`src/rtl/uart_pkg.sv`:
```
// Shared definitions for the UART transmit arbiter.
//   - FSM state encodings (IDLE..HOLD)
//   - default requester count
//   - onehot(): index to one-hot requester mask (up to 8 requesters)
package uart_pkg;

  localparam logic [2:0] IDLE   = 3'd0;
  localparam logic [2:0] LOAD   = 3'd1;
  localparam logic [2:0] WSTART = 3'd2;
  localparam logic [2:0] WDONE  = 3'd3;
  localparam logic [2:0] HOLD   = 3'd4;

  localparam int DEFAULT_NREQ = 4;

  // Callers truncate the result to their own requester count.
  function automatic logic [7:0] onehot(input logic [2:0] idx);
    return 8'b0000_0001 << idx;
  endfunction

endpackage

```
`src/rtl/xmit_arb_rr_pick.sv`:
```
// rr_pick: combinational round-robin selector.
// Ports:
//   req   - per-requester valid bits
//   ptr   - index where the search starts (wraps modulo NREQ)
//   valid - at least one requester is asking
//   idx   - first requesting index at or after ptr
module rr_pick #(
  parameter int NREQ = 4
) (
  input  logic [NREQ-1:0]         req,
  input  logic [$clog2(NREQ)-1:0] ptr,
  output logic                    valid,
  output logic [$clog2(NREQ)-1:0] idx
);

  localparam int IW = $clog2(NREQ);

  // Walk the offsets from farthest to nearest so the candidate closest to
  // ptr is written last and wins. The modulo keeps the wrap correct when
  // NREQ is not a power of two.
  always_comb begin
    valid = 1'b0;
    idx   = ptr;
    for (int k = NREQ - 1; k >= 0; k--) begin
      if (req[(int'(ptr) + k) % NREQ]) begin
        valid = 1'b1;
        idx   = IW'((int'(ptr) + k) % NREQ);
      end
    end
  end

endmodule

```
`src/rtl/xmit_arb.sv`:
```
// xmit_arb: round-robin arbiter sharing one UART transmitter between NREQ
// byte requesters. Once a requester is granted, the transmitter stays locked
// to it until a byte flagged 'last' has gone out (or the owner stalls for
// HOLDTIMEOUT clocks), so messages never interleave.
// Ports:
//   clk, reset - system clock, asynchronous active-high reset
//   req/data/last - per-requester byte valid, byte (8 bits each), end flag
//   ack      - one-clock pulse, byte from requester i has been taken
//   char     - registered byte to the transmitter
//   sendchar - one-clock start pulse to the transmitter
//   busy     - transmitter busy
//   owner    - one-hot lock holder (0 when unlocked)
//   locked   - a message lock is held
module xmit_arb
  import uart_pkg::*;
#(
  parameter int NREQ        = DEFAULT_NREQ,
  parameter int HOLDTIMEOUT = 1_200_000
) (
  input  logic              clk,
  input  logic              reset,
  input  logic [NREQ-1:0]   req,
  input  logic [8*NREQ-1:0] data,
  input  logic [NREQ-1:0]   last,
  output logic [NREQ-1:0]   ack,
  output logic [7:0]        char,
  output logic              sendchar,
  input  logic              busy,
  output logic [NREQ-1:0]   owner,
  output logic              locked
);

  localparam int IW = $clog2(NREQ);
  localparam int HW = $clog2(HOLDTIMEOUT);
  localparam logic [HW-1:0] HOLD_LAST = HW'(HOLDTIMEOUT - 1);

  logic [2:0]    state;
  logic [IW-1:0] ptr;
  logic [IW-1:0] idx;
  logic          lastq;
  logic [HW-1:0] hold_cnt;

  logic          pick_valid;
  logic [IW-1:0] pick_idx;
  logic [IW-1:0] src;
  logic [IW-1:0] ptr_next;
  logic [7:0]    sel_byte;
  logic          sel_last;
  logic          grant;
  logic          release_lock;

  rr_pick #(.NREQ(NREQ)) u_pick (
    .req   (req),
    .ptr   (ptr),
    .valid (pick_valid),
    .idx   (pick_idx)
  );

  // While holding a message only the owner may supply the next byte, so
  // the byte source is the current owner in HOLD and the fresh pick in IDLE.
  // Release happens either after the final byte drains or when the owner
  // has been silent long enough in HOLD.
  always_comb begin
    src          = (state == HOLD) ? idx : pick_idx;
    sel_byte     = data[8*int'(src) +: 8];
    sel_last     = last[src];
    ptr_next     = (idx == IW'(NREQ - 1)) ? '0 : idx + 1'b1;
    grant        = ((state == IDLE) && pick_valid) ||
                   ((state == HOLD) && req[idx]);
    release_lock = ((state == WDONE) && !busy && lastq) ||
                   ((state == HOLD) && !req[idx] && (hold_cnt == HOLD_LAST));
  end

  // Main FSM. ack and sendchar are registered together on the grant edge so
  // both are high only during the LOAD clock. The hold counter stops at
  // HOLD_LAST because reaching it releases the lock, so it never wraps.
  always_ff @(posedge clk or posedge reset) begin
    if (reset) begin
      state    <= IDLE;
      ptr      <= '0;
      idx      <= '0;
      lastq    <= 1'b0;
      hold_cnt <= '0;
      ack      <= '0;
      char     <= 8'h00;
      sendchar <= 1'b0;
      owner    <= '0;
      locked   <= 1'b0;
    end else begin
      ack      <= '0;
      sendchar <= 1'b0;
      if (grant) begin
        idx      <= src;
        owner    <= NREQ'(onehot(3'(src)));
        ack      <= NREQ'(onehot(3'(src)));
        locked   <= 1'b1;
        char     <= sel_byte;
        lastq    <= sel_last;
        sendchar <= 1'b1;
        state    <= LOAD;
      end else if (release_lock) begin
        owner  <= '0;
        locked <= 1'b0;
        ptr    <= ptr_next;
        state  <= IDLE;
      end else begin
        case (state)
          IDLE:   state <= IDLE;
          LOAD:   state <= WSTART;
          WSTART: if (busy) state <= WDONE;
          WDONE: begin
            if (!busy) begin
              hold_cnt <= '0;
              state    <= HOLD;
            end
          end
          HOLD:   hold_cnt <= hold_cnt + 1'b1;
          default: state <= IDLE;
        endcase
      end
    end
  end

endmodule
```
`config.mk`:
```
export PLATFORM = sky130hd
export DESIGN_NAME = xmit_arb
export DESIGN_NICKNAME = d
export VERILOG_FILES = /design/src/rtl/uart_pkg.sv /design/src/rtl/xmit_arb_rr_pick.sv /design/src/rtl/xmit_arb.sv
export SDC_FILE = /design/constraint.sdc
export NUM_CORES = 1
export LEC_CHECK = 0
export CAP_MARGIN = 20
export CORE_MARGIN = 5
export CORE_UTILIZATION = 30
export DETAILED_ROUTE_END_ITERATION = 16
export GPL_ROUTABILITY_DRIVEN = 0
export PLACE_DENSITY = 0.55
export RECOVER_POWER = 50
export SLEW_MARGIN = 15
export SYNTH_ARGS = -nofsm -noshare
export SYNTH_HDL_FRONTEND = slang
export SYNTH_SLANG_ARGS = --single-unit
```
`constraint.sdc`:
```
create_clock -name clk -period 4.6 [get_ports clk]
set_input_delay 1.15 -clock clk [delete_from_list [all_inputs] [get_ports clk]]
set_output_delay 1.15 -clock clk [all_outputs]
set_load 0.01 [all_outputs]
```
==> qor.log <==
qor: route.totalWireLength 6.42 mm
qor: route.drt-wirelength-per-cell 15.2 um
qor: critical_path.startpoint_types primary input
qor: clock_network.number_of_sinks_driven_by_the_clock_tree 47
qor: grt.gr-total-overflow 0
qor: clock_network.post_cts.repair.setup_buffers 0
qor: critical_path.critPathMaxFanout 22
qor: grt.first_pass_grt_wire_length 10.7 mm
qor: pwr.power.density_cell_area 463 nW/um^2
qor: timing.timing.clock.skew 0.00683 ns
qor: route.m1WireLength 3.00 mm
qor: clock_network.cts_inserted_buffers 5
qor: flow_run.cap_violations 0
qor: place.postPlaceCellArea 3280 um^2
qor: grt.grt_util_all_layers 0.128
qor: final_layout.fillerInstances 830
qor: synthesis.synth_seq_area_share 0.459
qor: route.top_signal_layer_used met4
qor: synthesis.postSynthCellCount 255
qor: place.io_buffer_count 60
qor: pwr.p_leak 1.46 nW
qor: place.place_worst_setup_slack 1.06 ns
qor: timing.layout_setup_ws 1.38 ns
qor: min_path.hold_depth 1
qor: critical_path.max_stage_delay 0.52 ns
qor: critical_path.critical_path.slowest_cell sky130_fd_sc_hd__clkdlybuf4s50_1
qor: place.dp_cells 414
qor: grt.largest_net_degree_at_the_start_of_global_routing 48
qor: clock_network.clock_tree.htree_level_count 2
qor: clock_network.clkSlewWorstSetupHoldPaths 0.08 ns
qor: final_layout.finish.cell_count_without_fillers 422
qor: final_layout.antennaDiodeCount 0
qor: floorplan.num_io_pins 61
qor: final_layout.syn2layout_area_growth 32.2%
qor: min_path.timing.hold.worst.start owner[2]$_DFFE_PP0P_
qor: critical_path.crit-reg2reg-capture ptr[0]$_DFFE_PP0P_
qor: timing.drv_slew 0
qor: floorplan.die_area 10,500 um^2
qor: clock_network.ctsHoldBuffers 0
qor: timing.finalHoldViolations 0
qor: route.detail_route.first_pass.iterations 4
qor: clock_network.clkLatencyLatePin 0.29 ns
qor: synthesis.ys_warn_count 0
qor: critical_path.setup.worst_path.class in2reg
qor: critical_path.r2r_setup_slack 2.25 ns
qor: synthesis.number_of_flip_flops_and_latches_in_the_synthesized_netlist 47
qor: route.dr_total_vias 2,125
qor: route.met2_wirelength 3.04 mm
qor: pwr.ir_worst_vdd 0.188 mV
qor: critical_path.crit_arrival 3.37 ns
qor: critical_path.worst_r2r_path_depth 6
qor: clock_network.cts_buffer_depth 2
qor: timing.timing.slew.headroom 0.606
qor: route.route.antenna.remaining_nets 0
qor: synthesis.synth-main-ff-cell sky130_fd_sc_hd__dfrtp_1
qor: floorplan.die_w 102 um
qor: final_layout.final_layout_size_suffix_gt1_frac 0.0757
qor: synthesis.syn_area_per_cell 10.0 um^2
qor: floorplan.initial_core_utilization 0.310
qor: route.route.detailed.vias_per_inst 5.04
qor: critical_path.critPathCaptureType flop
qor: status.run_status finished, final reports clean
qor: timing.fin_tns_setup 0 ns
qor: timing.grt_setup_unrepaired no
qor: clock_network.cts_root_buffer sky130_fd_sc_hd__clkbuf_8
qor: min_path.worst_hold_path_type reg2reg
qor: synthesis.yosysUniqueCellTypes 47
qor: floorplan.rows 33
qor: timing.setup_violations 0
qor: floorplan.die_height 102 um
qor: grt.number_of_global_route_vias_before_repair 2,183
qor: floorplan.coreArea 8260 um^2
qor: timing.final.min_clock_period 3.22 ns
qor: critical_path.cell_breakdown_of_the_critical_path clkdlybuf4s50_1 -> mux4_2 -> nand2b_4 -> nor4_4 -> buf_4 -> a21oi_2 -> o41ai_1
qor: final_layout.finalNetCount 362
qor: critical_path.critical_path_required 4.75 ns
qor: synthesis.syn_std_cell_area 2560 um^2
qor: grt.antenna_found_initial 0
qor: min_path.whs_endpoint owner[2]$_DFFE_PP0P_
qor: route.dr_drc_count 0
qor: synthesis.syn_nets 300
qor: clock_network.cts_tree done
qor: critical_path.critical_path_buf_inv_count 2
qor: clock_network.post_cts_resize_count 0
qor: timing.maximum_clock_frequency 310 MHz
qor: synthesis.ys_async_sr_fraction 1.00
qor: place.hpwl 4.70 mm
qor: route.detailedRoute.firstIterationViolations 56
qor: critical_path.critical_path.top_delay_family buffers and inverters
qor: final_layout.design_area 3390 um^2
qor: pwr.post-layout-total-power 1.57 mW
qor: timing.timing_worst_slew_pin_value 0.589 ns
qor: timing.post-route-period-util 0.701
qor: route.detailed_routed_wire_length_on_met3 347 um
qor: critical_path.worst_r2r_startpoint idx[1]$_DFFE_PP0P_
qor: synthesis.synth-edff-count 0
==> worst reg2reg max path, delay by kind of cell (launching register included) <==
family	cells	cell delay (ns)
flops	1	0.48
compound gates	2	0.46
buf+inv	1	0.30
mux	1	0.53
simple gates	2	0.43
==> routing by layer <==
metal / global-route usage / up-vias
met1: 0.166 / 1014
met4: 0.0212 / 0
li1: - / 1056
met3: 0.0423 / 4
met2: 0.210 / 51
met5: 0 / -
==> cell families (layout without fill, tap and decap cells) <==
kind of cell / Yosys count / count (layout) / share of synthesized area
buffers and inverters: 18 / 80 / 0.0303
XOR/XNOR: 16 / 16 / 0.0547
multiplexers: 21 / 21 / 0.0874
flip-flops: 47 / 47 / 0.459
AO/OA/AOI/OAI: 44 / 44 / 0.127
AND/OR/NAND/NOR: 107 / 107 / 0.232
adder cells (fa/ha/maj): 2 / 2 / 0.00976
==> state kept, by name (all words and copies together) (netlist names), 2 cells and up <==
signal,count
hold_cnt,21
char,8
ack,4
owner,4
state,3
idx,2
ptr,2
==> cells in the mapped netlist (3+ instances only) <==
| master | n | share of area |
|---|---|---|
| sky130_fd_sc_hd__nand2_1 | 28 | 0.041 |
| sky130_fd_sc_hd__mux2i_1 | 19 | 0.074 |
| sky130_fd_sc_hd__and3_1 | 4 | 0.0098 |
| sky130_fd_sc_hd__inv_1 | 7 | 0.010 |
| sky130_fd_sc_hd__a21o_1 | 8 | 0.023 |
| sky130_fd_sc_hd__nor2b_1 | 5 | 0.012 |
| sky130_fd_sc_hd__nor4_1 | 9 | 0.022 |
| sky130_fd_sc_hd__dfrtp_1 | 47 | 0.46 |
| sky130_fd_sc_hd__nand3_1 | 11 | 0.021 |
| sky130_fd_sc_hd__a21oi_1 | 7 | 0.014 |
| sky130_fd_sc_hd__nor4b_1 | 3 | 0.010 |
| sky130_fd_sc_hd__o21ai_0 | 6 | 0.012 |
| sky130_fd_sc_hd__nand4_1 | 3 | 0.0073 |
| sky130_fd_sc_hd__nor3_1 | 4 | 0.0078 |
| sky130_fd_sc_hd__clkbuf_1 | 5 | 0.0073 |
| sky130_fd_sc_hd__nor2_1 | 24 | 0.035 |
| sky130_fd_sc_hd__buf_2 | 5 | 0.0098 |
| sky130_fd_sc_hd__xnor2_1 | 16 | 0.055 |
| sky130_fd_sc_hd__o221ai_1 | 10 | 0.034 |
==> cells in the final DEF (no fill, tap or decap), types with 7 or more instances in the layout <==
cell type / instances
sky130_fd_sc_hd__mux2i_1: 19
sky130_fd_sc_hd__a21o_1: 8
sky130_fd_sc_hd__xnor2_1: 16
sky130_fd_sc_hd__nand3_1: 11
sky130_fd_sc_hd__nor2_1: 24
sky130_fd_sc_hd__clkdlybuf4s50_1: 50
sky130_fd_sc_hd__nor4_1: 9
sky130_fd_sc_hd__dlygate4sd3_1: 10
sky130_fd_sc_hd__o221ai_1: 10
sky130_fd_sc_hd__dfrtp_1: 47
sky130_fd_sc_hd__a21oi_1: 7
sky130_fd_sc_hd__inv_1: 7
sky130_fd_sc_hd__nand2_1: 28
==> worst max path at each step <==
stage | startpoint | cells after the start | to
2_1_floorplan | req[3] | 6 | ptr[1]$_DFFE_PP0P_
3_3_place_gp | req[1] | 7 | ptr[0]$_DFFE_PP0P_
3_5_place_dp | req[1] | 7 | ptr[0]$_DFFE_PP0P_
4_1_cts | req[1] | 7 | ptr[0]$_DFFE_PP0P_
5_1_grt | req[1] | 7 | ptr[0]$_DFFE_PP0P_
6_report | req[1] | 7 | ptr[0]$_DFFE_PP0P_
==> per-stage QoR <==
| stage | utilization | hold slack, ns |
|---|---|---|
| detailed placement | 0.397 | 0.472 |
| global route | 0.410 | 0.499 |
| global placement | 0.397 | 0.469 |
| finish | 0.410 | 0.484 |
| CTS | 0.408 | 0.492 |
| floorplan | - | 0.479 |
==> report_power, final <==
part	leakage (nW)	internal, mW	switching [mW]	total [mW]
clock	0.0470	0.118	0.134	0.252
sequential	0.620	0.525	0.105	0.629
combinational	0.790	0.339	0.347	0.686
total	1.46	0.982	0.586	1.57
==> final cells by class <==
| class | count | area [um^2] | share of cell area |
|---|---|---|---|
| Multi-Input combinational cell | 190 | 1310 | 0.386 |
| Sequential cell | 47 | 1180 | 0.347 |
| Timing Repair Buffer | 66 | 658 | 0.194 |
| Tap cell | 105 | 131 | 0.0388 |
| Clock buffer | 6 | 82.6 | 0.0244 |
| Inverter | 7 | 26.3 | 0.00775 |
| Clock inverter | 1 | 5.00 | 0.00148 |
(Power assumes the default switching activity.)
